### src/rtl/uart_pkg.sv
// Shared UART definitions: bit-FSM state encodings (common with the transmitter) and framing constants.
package uart_pkg;

    localparam int DATA_BITS            = 8;
    localparam int BYTES_PER_WORD       = 4;
    localparam int CLKS_PER_BIT_DEFAULT = 868;

    localparam logic [1:0] ST_IDLE  = 2'd0;
    localparam logic [1:0] ST_START = 2'd1;
    localparam logic [1:0] ST_DATA  = 2'd2;
    localparam logic [1:0] ST_STOP  = 2'd3;

endpackage

### src/rtl/uart_rx_byte.sv
// 8N1 byte receiver: line synchroniser, bit FSM, one-cycle byte_valid / frame_err strobes.
// Exposes rx_idle only when UART_RX_TIMEOUT_EN is defined.
//
// state    | meaning
// ST_IDLE  | waiting for a falling edge on the synchronised line
// ST_START | counting to mid start bit to reject glitches
// ST_DATA  | sampling 8 data bits LSB first, one per bit period
// ST_STOP  | sampling mid stop bit; high = byte good, low = framing error
module uart_rx_byte
    import uart_pkg::*;
#(
    parameter int CLKS_PER_BIT = CLKS_PER_BIT_DEFAULT
) (
    input  logic                 clk,
    input  logic                 reset,
    input  logic                 serial,
    output logic [DATA_BITS-1:0] byte_out,
    output logic                 byte_valid,
    output logic                 frame_err
`ifdef UART_RX_TIMEOUT_EN
    ,
    output logic                 rx_idle
`endif
);

    localparam int CNT_W = $clog2(CLKS_PER_BIT);
    localparam int BIT_W = $clog2(DATA_BITS);
    localparam logic [CNT_W-1:0] CNT_FULL = CNT_W'(CLKS_PER_BIT - 1);
    localparam logic [CNT_W-1:0] CNT_HALF = CNT_W'(CLKS_PER_BIT / 2 - 1);
    localparam logic [BIT_W-1:0] BIT_LAST = BIT_W'(DATA_BITS - 1);

    logic                 sync1_q, sync2_q;
    logic                 rx_prev_q, rx_prev_d;
    logic [1:0]           flush_q, flush_d;
    logic [1:0]           state_q, state_d;
    logic [CNT_W-1:0]     cnt_q, cnt_d;
    logic [BIT_W-1:0]     bit_q, bit_d;
    logic [DATA_BITS-1:0] shift_q, shift_d;
    logic                 tc;

    assign tc       = (cnt_q == '0);
    assign byte_out = shift_q;
`ifdef UART_RX_TIMEOUT_EN
    assign rx_idle  = (state_q == ST_IDLE);
`endif

    always_comb begin
        state_d    = state_q;
        cnt_d      = cnt_q;
        bit_d      = bit_q;
        shift_d    = shift_q;
        byte_valid = 1'b0;
        frame_err  = 1'b0;
        // The reset-high synchroniser contents are not a real line level, so the
        // edge detector stays disarmed until they have been flushed out.
        flush_d    = (flush_q == 2'd0) ? 2'd0 : flush_q - 2'd1;
        rx_prev_d  = (flush_q == 2'd0) ? sync2_q : 1'b0;
        if (state_q != ST_IDLE && !tc) begin
            cnt_d = cnt_q - 1'b1;
        end
        case (state_q)
            ST_IDLE: begin
                if (rx_prev_q && !sync2_q) begin
                    state_d = ST_START;
                    cnt_d   = CNT_HALF;
                end
            end
            ST_START: begin
                if (tc) begin
                    if (sync2_q) begin
                        state_d = ST_IDLE;
                    end else begin
                        state_d = ST_DATA;
                        cnt_d   = CNT_FULL;
                        bit_d   = '0;
                    end
                end
            end
            ST_DATA: begin
                if (tc) begin
                    shift_d = {sync2_q, shift_q[DATA_BITS-1:1]};
                    cnt_d   = CNT_FULL;
                    if (bit_q == BIT_LAST) begin
                        state_d = ST_STOP;
                    end else begin
                        bit_d = bit_q + 1'b1;
                    end
                end
            end
            ST_STOP: begin
                if (tc) begin
                    state_d    = ST_IDLE;
                    byte_valid = sync2_q;
                    frame_err  = !sync2_q;
                end
            end
            default: state_d = ST_IDLE;
        endcase
    end

    always_ff @(posedge clk or posedge reset) begin
        if (reset) begin
            sync1_q   <= 1'b1;
            sync2_q   <= 1'b1;
            rx_prev_q <= 1'b0;
            flush_q   <= 2'd2;
            state_q   <= ST_IDLE;
            cnt_q     <= '0;
            bit_q     <= '0;
            shift_q   <= '0;
        end else begin
            sync1_q   <= serial;
            sync2_q   <= sync1_q;
            rx_prev_q <= rx_prev_d;
            flush_q   <= flush_d;
            state_q   <= state_d;
            cnt_q     <= cnt_d;
            bit_q     <= bit_d;
            shift_q   <= shift_d;
        end
    end

endmodule

### src/rtl/uart_rx_word.sv
// Packs four received bytes into a 32-bit word with valid/ready handshake, frame_err and sticky overrun.
// UART_RX_TIMEOUT_EN adds an idle timeout that silently drops a partial word.
module uart_rx_word
    import uart_pkg::*;
#(
    parameter int CLKS_PER_BIT = CLKS_PER_BIT_DEFAULT
`ifdef UART_RX_TIMEOUT_EN
    ,
    parameter int TIMEOUT_BITS = 20
`endif
) (
    input  logic        clk,
    input  logic        reset,
    input  logic        serial,
    output logic [31:0] word_out,
    output logic        word_valid,
    input  logic        word_ready,
    output logic        frame_err,
    output logic        overrun
);

    localparam logic [1:0] IDX_LAST = 2'(BYTES_PER_WORD - 1);

    logic [DATA_BITS-1:0] rx_byte;
    logic                 rx_byte_valid, rx_frame_err;
    logic [1:0]           idx_q, idx_d;
    logic [23:0]          shadow_q, shadow_d;
    logic [31:0]          word_q, word_d;
    logic                 valid_q, valid_d;
    logic                 ferr_q, ferr_d;
    logic                 ovr_q, ovr_d;
    logic                 accept;

`ifdef UART_RX_TIMEOUT_EN
    localparam int TO_W = $clog2(TIMEOUT_BITS * CLKS_PER_BIT);
    localparam logic [TO_W-1:0] TO_LOAD = TO_W'(TIMEOUT_BITS * CLKS_PER_BIT - 1);
    logic            rx_idle;
    logic [TO_W-1:0] to_cnt_q, to_cnt_d;
`endif

    uart_rx_byte #(.CLKS_PER_BIT(CLKS_PER_BIT)) u_rx_byte (
        .clk        (clk),
        .reset      (reset),
        .serial     (serial),
        .byte_out   (rx_byte),
        .byte_valid (rx_byte_valid),
        .frame_err  (rx_frame_err)
`ifdef UART_RX_TIMEOUT_EN
        ,
        .rx_idle    (rx_idle)
`endif
    );

    assign accept     = valid_q & word_ready;
    assign word_out   = word_q;
    assign word_valid = valid_q;
    assign frame_err  = ferr_q;
    assign overrun    = ovr_q;

    always_comb begin
        idx_d    = idx_q;
        shadow_d = shadow_q;
        word_d   = word_q;
        valid_d  = valid_q & ~accept;
        ferr_d   = 1'b0;
        ovr_d    = ovr_q;
`ifdef UART_RX_TIMEOUT_EN
        to_cnt_d = TO_LOAD;
        if (rx_idle && idx_q != 2'd0) begin
            if (to_cnt_q == '0) begin
                idx_d    = 2'd0;
                shadow_d = '0;
            end else begin
                to_cnt_d = to_cnt_q - 1'b1;
            end
        end
`endif
        if (rx_frame_err) begin
            idx_d  = 2'd0;
            ferr_d = 1'b1;
        end else if (rx_byte_valid) begin
            if (idx_q == IDX_LAST) begin
                idx_d = 2'd0;
                // A word arriving in the same cycle as acceptance replaces the old one cleanly.
                if (!valid_q || accept) begin
                    word_d  = {shadow_q, rx_byte};
                    valid_d = 1'b1;
                end else begin
                    ovr_d = 1'b1;
                end
            end else begin
                idx_d = idx_q + 1'b1;
                case (idx_q)
                    2'd0:    shadow_d[23:16] = rx_byte;
                    2'd1:    shadow_d[15:8]  = rx_byte;
                    default: shadow_d[7:0]   = rx_byte;
                endcase
            end
        end
    end

    always_ff @(posedge clk or posedge reset) begin
        if (reset) begin
            idx_q    <= 2'd0;
            shadow_q <= '0;
            word_q   <= '0;
            valid_q  <= 1'b0;
            ferr_q   <= 1'b0;
            ovr_q    <= 1'b0;
        end else begin
            idx_q    <= idx_d;
            shadow_q <= shadow_d;
            word_q   <= word_d;
            valid_q  <= valid_d;
            ferr_q   <= ferr_d;
            ovr_q    <= ovr_d;
        end
    end

`ifdef UART_RX_TIMEOUT_EN
    always_ff @(posedge clk or posedge reset) begin
        if (reset) begin
            to_cnt_q <= TO_LOAD;
        end else begin
            to_cnt_q <= to_cnt_d;
        end
    end
`endif

endmodule

### config.mk
export PLATFORM = sky130hd
export DESIGN_NAME = uart_rx_word
export DESIGN_NICKNAME = d
export VERILOG_FILES = /design/src/rtl/uart_pkg.sv /design/src/rtl/uart_rx_byte.sv /design/src/rtl/uart_rx_word.sv
export SDC_FILE = /design/constraint.sdc
export NUM_CORES = 1
export LEC_CHECK = 0
export CELL_PAD_IN_SITES_DETAIL_PLACEMENT = 1
export CELL_PAD_IN_SITES_GLOBAL_PLACEMENT = 2
export CORE_MARGIN = 4
export CORE_UTILIZATION = 30
export DETAILED_ROUTE_END_ITERATION = 8
export PLACE_DENSITY_LB_ADDON = 0.1
export SLEW_MARGIN = 20
export SYNTH_ARGS = -nofsm -noshare
export SYNTH_HDL_FRONTEND = slang
export SYNTH_HIERARCHICAL = 1
export SYNTH_SLANG_ARGS = --single-unit
### constraint.sdc
create_clock -name clk -period 3.1 [get_ports clk]
set_input_delay 0.31 -clock clk [delete_from_list [all_inputs] [get_ports clk]]
set_output_delay 0.31 -clock clk [all_outputs]
set_load 0.02 [all_outputs]
==> impl_summary.log <==
[metrics] run status: finished clean
[metrics] number of buffer cells added on primary ports: 38
[metrics] NumNets Final: 328
[metrics] count of buffering cells on the critical path with inverters included: 2
[metrics] delay contributed by the slowest stage of the critical path: 0.40 ns
[metrics] vias per cell: 4.63
[metrics] area after detailed placement: 4420 µm²
[metrics] number of synthesis warnings: 6
[metrics] Final Skew: 0.00651 ns
[metrics] worst IR drop on VDD: 0.203 mV
[metrics] CTS sink cnt: 89
[metrics] Critical Path Sink Type: register
[metrics] final count of pins violating max slew: 0
[metrics] count of maximum capacitance violations: 0
[metrics] setup repair after global routing missed its margin: no
[metrics] net count after synthesis: 278
[metrics] Syn-to-layout area delta: 24.6%
[metrics] pin count of the biggest net entering global routing: 34
[metrics] post-synthesis sequential area ratio: 58.8%
[metrics] combinational family with the most area after synthesis: multiplexers
[metrics] Synth async-reset ratio: 100%
[metrics] placement row count: 40
[metrics] final cycle utilization of the critical path: 84.1%
[metrics] proportion of synthesized area in mux cells: 21.4%
[metrics] GR Overflow Total: 0
[metrics] final hold viol count: 0
[metrics] critical path's top delay family: simple AND/OR/NAND/NOR gates
[metrics] register-to-register setup slack: 0.49 ns
[metrics] path class of the lowest-slack min-delay path: register to register
[metrics] Cells after Synth: 266
[metrics] TritonCTS clock tree: done
[metrics] setup TNS after final layout: 0 ns
[metrics] leakage power figure: 2.24 nW
[metrics] maximum net fanout on the critical path: 19
[metrics] first-pass detailed-route iteration total: 4
[metrics] portion of synthesized cell area occupied by the leading cell type: 56.7%
[metrics] clock network latency to the later pin of the worst-skew pair: 0.34 ns
[metrics] post-synthesis compound-gate area fraction: 4.35%
[metrics] worst path cell trace: inv_1 > ha_1 > nor3b_2 > and2_0 > and3_1 > and3_1 > nor2b_2 > and3b_1 > buf_12 > mux2_2
[metrics] die boundary width: 120 µm
[metrics] Synth Flop Type: dfrtp_1
[metrics] HPWL after DPL: 5720 µm
[metrics] mean cell area of the mapped netlist: 14.3 µm²
[metrics] Ports: 39
[metrics] number of antenna violations at the first check in global routing: 0
[metrics] initial drt markers: 89
[metrics] Post-synth EDFFs: 0
[metrics] cell types occupying the most area after synthesis: dfrtp_1 57%, mux2_2 17%, mux2_4 3.2%, ha_1 2.6%, dfstp_2 2.1%
[metrics] setup-violating endpoint count in the final report: 0
[metrics] final estimated routing congestion in global placement: 0.689
[metrics] arrival time worst endpoint: 2.84 ns
[metrics] total number of H-tree levels: 3
[metrics] total CTS buffers: 9
[metrics] end-of-flow core utilization: 38.7%
[metrics] DRT antenna net count: 0
[metrics] total core area: 12200 µm²
[metrics] detailed-route wire length per cell: 16.6 µm
[metrics] Max Freq: 0.384 GHz
[metrics] number of DRC violations after detailed routing: 0
[metrics] Simple-Gate Fraction of Synth Area: 9.50%
[metrics] clock buffer depth: 2
[metrics] Total Die Area: 14500 µm²
[metrics] adder and majority cell fraction of the synthesized area: 2.64%
[metrics] power per standard cell area: 587 nW/µm²
[metrics] cell type of the slowest stage on the worst timing path: dfrtp_1
[metrics] #FFs+latches synth: 89
[metrics] first-pass GRT wire length: 13900 µm
[metrics] critical path startpoint category: register
[metrics] number of cells upsized or downsized after cts: 0
[metrics] n_diodes: 0
[metrics] library cell appearing most often on the critical path: and3_1
[metrics] clock edge transition at the registers on the reported setup and hold paths: 0.07 ns
[metrics] headroom to the max-slew limit: 52.5%
[metrics] slew at the pin closest to its max-slew limit: 0.711 ns
[metrics] number of global-route vias before repair: 2438
[metrics] Via Count: 2265
[metrics] initial core utilization: 31.1%
[metrics] final design area excluding fillers: 4730 µm²
[metrics] share of the synthesized netlist area taken by xor and xnor gates: 0.462%
[metrics] kind of critical path: register to register
[metrics] Root Buffer: clkbuf_16
[metrics] synth unique cells: 57
[metrics] die height: 120 µm
[metrics] proportion of layout cells with a drive suffix above 1: 34.3%
[metrics] overall global routing resource usage: 12.4%
[metrics] number of post-CTS setup repair buffers: 0
[metrics] cell area after technology mapping: 3790 µm²
[metrics] minimum period implied by the final worst setup slack: 2.61 ns
[metrics] largest area contributor in the synthesized netlist: dfrtp_1
[metrics] required time of the critical path: 3.33 ns
[metrics] hold-fix buffer count after cts: 0
[metrics] routed wire length: 8140 µm
-- synthesized netlist by cell type, types with 3 or more instances --
cell,count
mux2i_1,4
nor2b_1,5
inv_1,8
mux2_4,8
nand2_1,5
buf_6,4
mux2_2,57
dfrtp_1,86
a21oi_1,4
o21ai_0,4
and3_1,3
nor2_1,7
dfstp_2,3
nand3_1,3
ha_1,8
-- placed cells by master (no fill, tap or decap), types with 2 or more instances in the layout --
| cell | count |
|---|---|
| nor2_1 | 7 |
| buf_4 | 9 |
| mux2_4 | 8 |
| clkbuf_16 | 9 |
| clkinv_4 | 2 |
| nor3_1 | 2 |
| buf_12 | 2 |
| or2_2 | 2 |
| nand2_1 | 5 |
| nand3_1 | 3 |
| nand2b_1 | 2 |
| nor2b_1 | 5 |
| xnor2_1 | 2 |
| and3_1 | 3 |
| ha_1 | 8 |
| nand4_1 | 2 |
| nor4_1 | 2 |
| a32o_1 | 2 |
| or3_1 | 2 |
| mux2_2 | 57 |
| nor3_2 | 2 |
| dfrtp_1 | 86 |
| and2_1 | 2 |
| inv_6 | 2 |
| o21ai_1 | 2 |
| nor3b_2 | 2 |
| clkdlybuf4s50_1 | 38 |
| o21ai_0 | 4 |
| mux2i_1 | 4 |
| dfstp_2 | 3 |
| a21oi_1 | 4 |
| nor3b_1 | 2 |
| inv_1 | 7 |
-- logic make-up after synthesis --
group,after synthesis
buf+inv,18
flops,89
fa+ha+maj,8
compound gates,24
simple gates,55
xor+xnor,2
mux,70
-- per-layer routing --
metal | up-vias | global-route usage [%] | wire, µm
li1 | 1061 | - | -
met1 | 1154 | 18.1 | 4170
met2 | 39 | 17.1 | 3520
met5 | - | 0 | 0
met4 | 0 | 5.52 | 149
met3 | 11 | 3.27 | 299
-- sequential cells by signal, summed over array words and instances, names as in the netlist, 2 cells and up, named ones only --
| name | count |
|---|---|
| shadow_q | 24 |
| word_out | 32 |
| u_rx_byte/cnt_q | 10 |
| u_rx_byte/bit_q | 3 |
| idx_q | 2 |
| u_rx_byte/byte_out | 8 |
| u_rx_byte/flush_q | 2 |
-- path summary, 6_finish.rpt --
path,from,endpoint,cells past startpoint
worst max-delay path,u_rx_byte/cnt_q[0]$_DFF_PP0_,word_out[19]$_DFFE_PP0P_,10
worst max register to register,u_rx_byte/cnt_q[0]$_DFF_PP0_,word_out[19]$_DFFE_PP0P_,10
max in group asynchronous,reset,word_out[12]$_DFFE_PP0P_,3
min in group asynchronous,reset,u_rx_byte/byte_out[7]$_DFFE_PP0P_,3
worst min-delay path,u_rx_byte/sync1_q$_DFF_PP1_,u_rx_byte/sync2_q$_DFF_PP1_,0
worst min register to register,u_rx_byte/sync1_q$_DFF_PP1_,u_rx_byte/sync2_q$_DFF_PP1_,0
-- stage by stage --
| stage | setup WS (ns) | hold slack, ns | cells | power [mW] |
|---|---|---|---|---|
| finish | 0.494 | 0.355 | 489 | 2.78 |
| global route | 0.312 | 0.360 | 489 | 2.95 |
| CTS | 0.445 | 0.356 | 489 | 2.83 |
| detailed placement | 0.457 | 0.347 | 473 | 1.68 |
| global placement | 0.506 | 0.347 | 473 | 1.68 |
| floorplan | 0.384 | 0.314 | 266 | 1.57 |
-- power by group --
group	total [mW]	leakage, nW	switching, mW	internal, mW
Combinational	0.324	0.886	0.176	0.148
Clock	1.13	0.150	0.470	0.655
Sequential	1.33	1.20	0.0920	1.24
-- area by class of cell --
class	instances	area [µm²]
Fill cell	1300	7480
Sequential cell	89	2230
Multi-Input combinational cell	159	1460
Timing Repair Buffer	49	488
Clock buffer	10	239
Tap cell	168	210
Clock inverter	6	72.6
Inverter	8	30.0
Note: power is estimated with default switching activity, not from simulation.
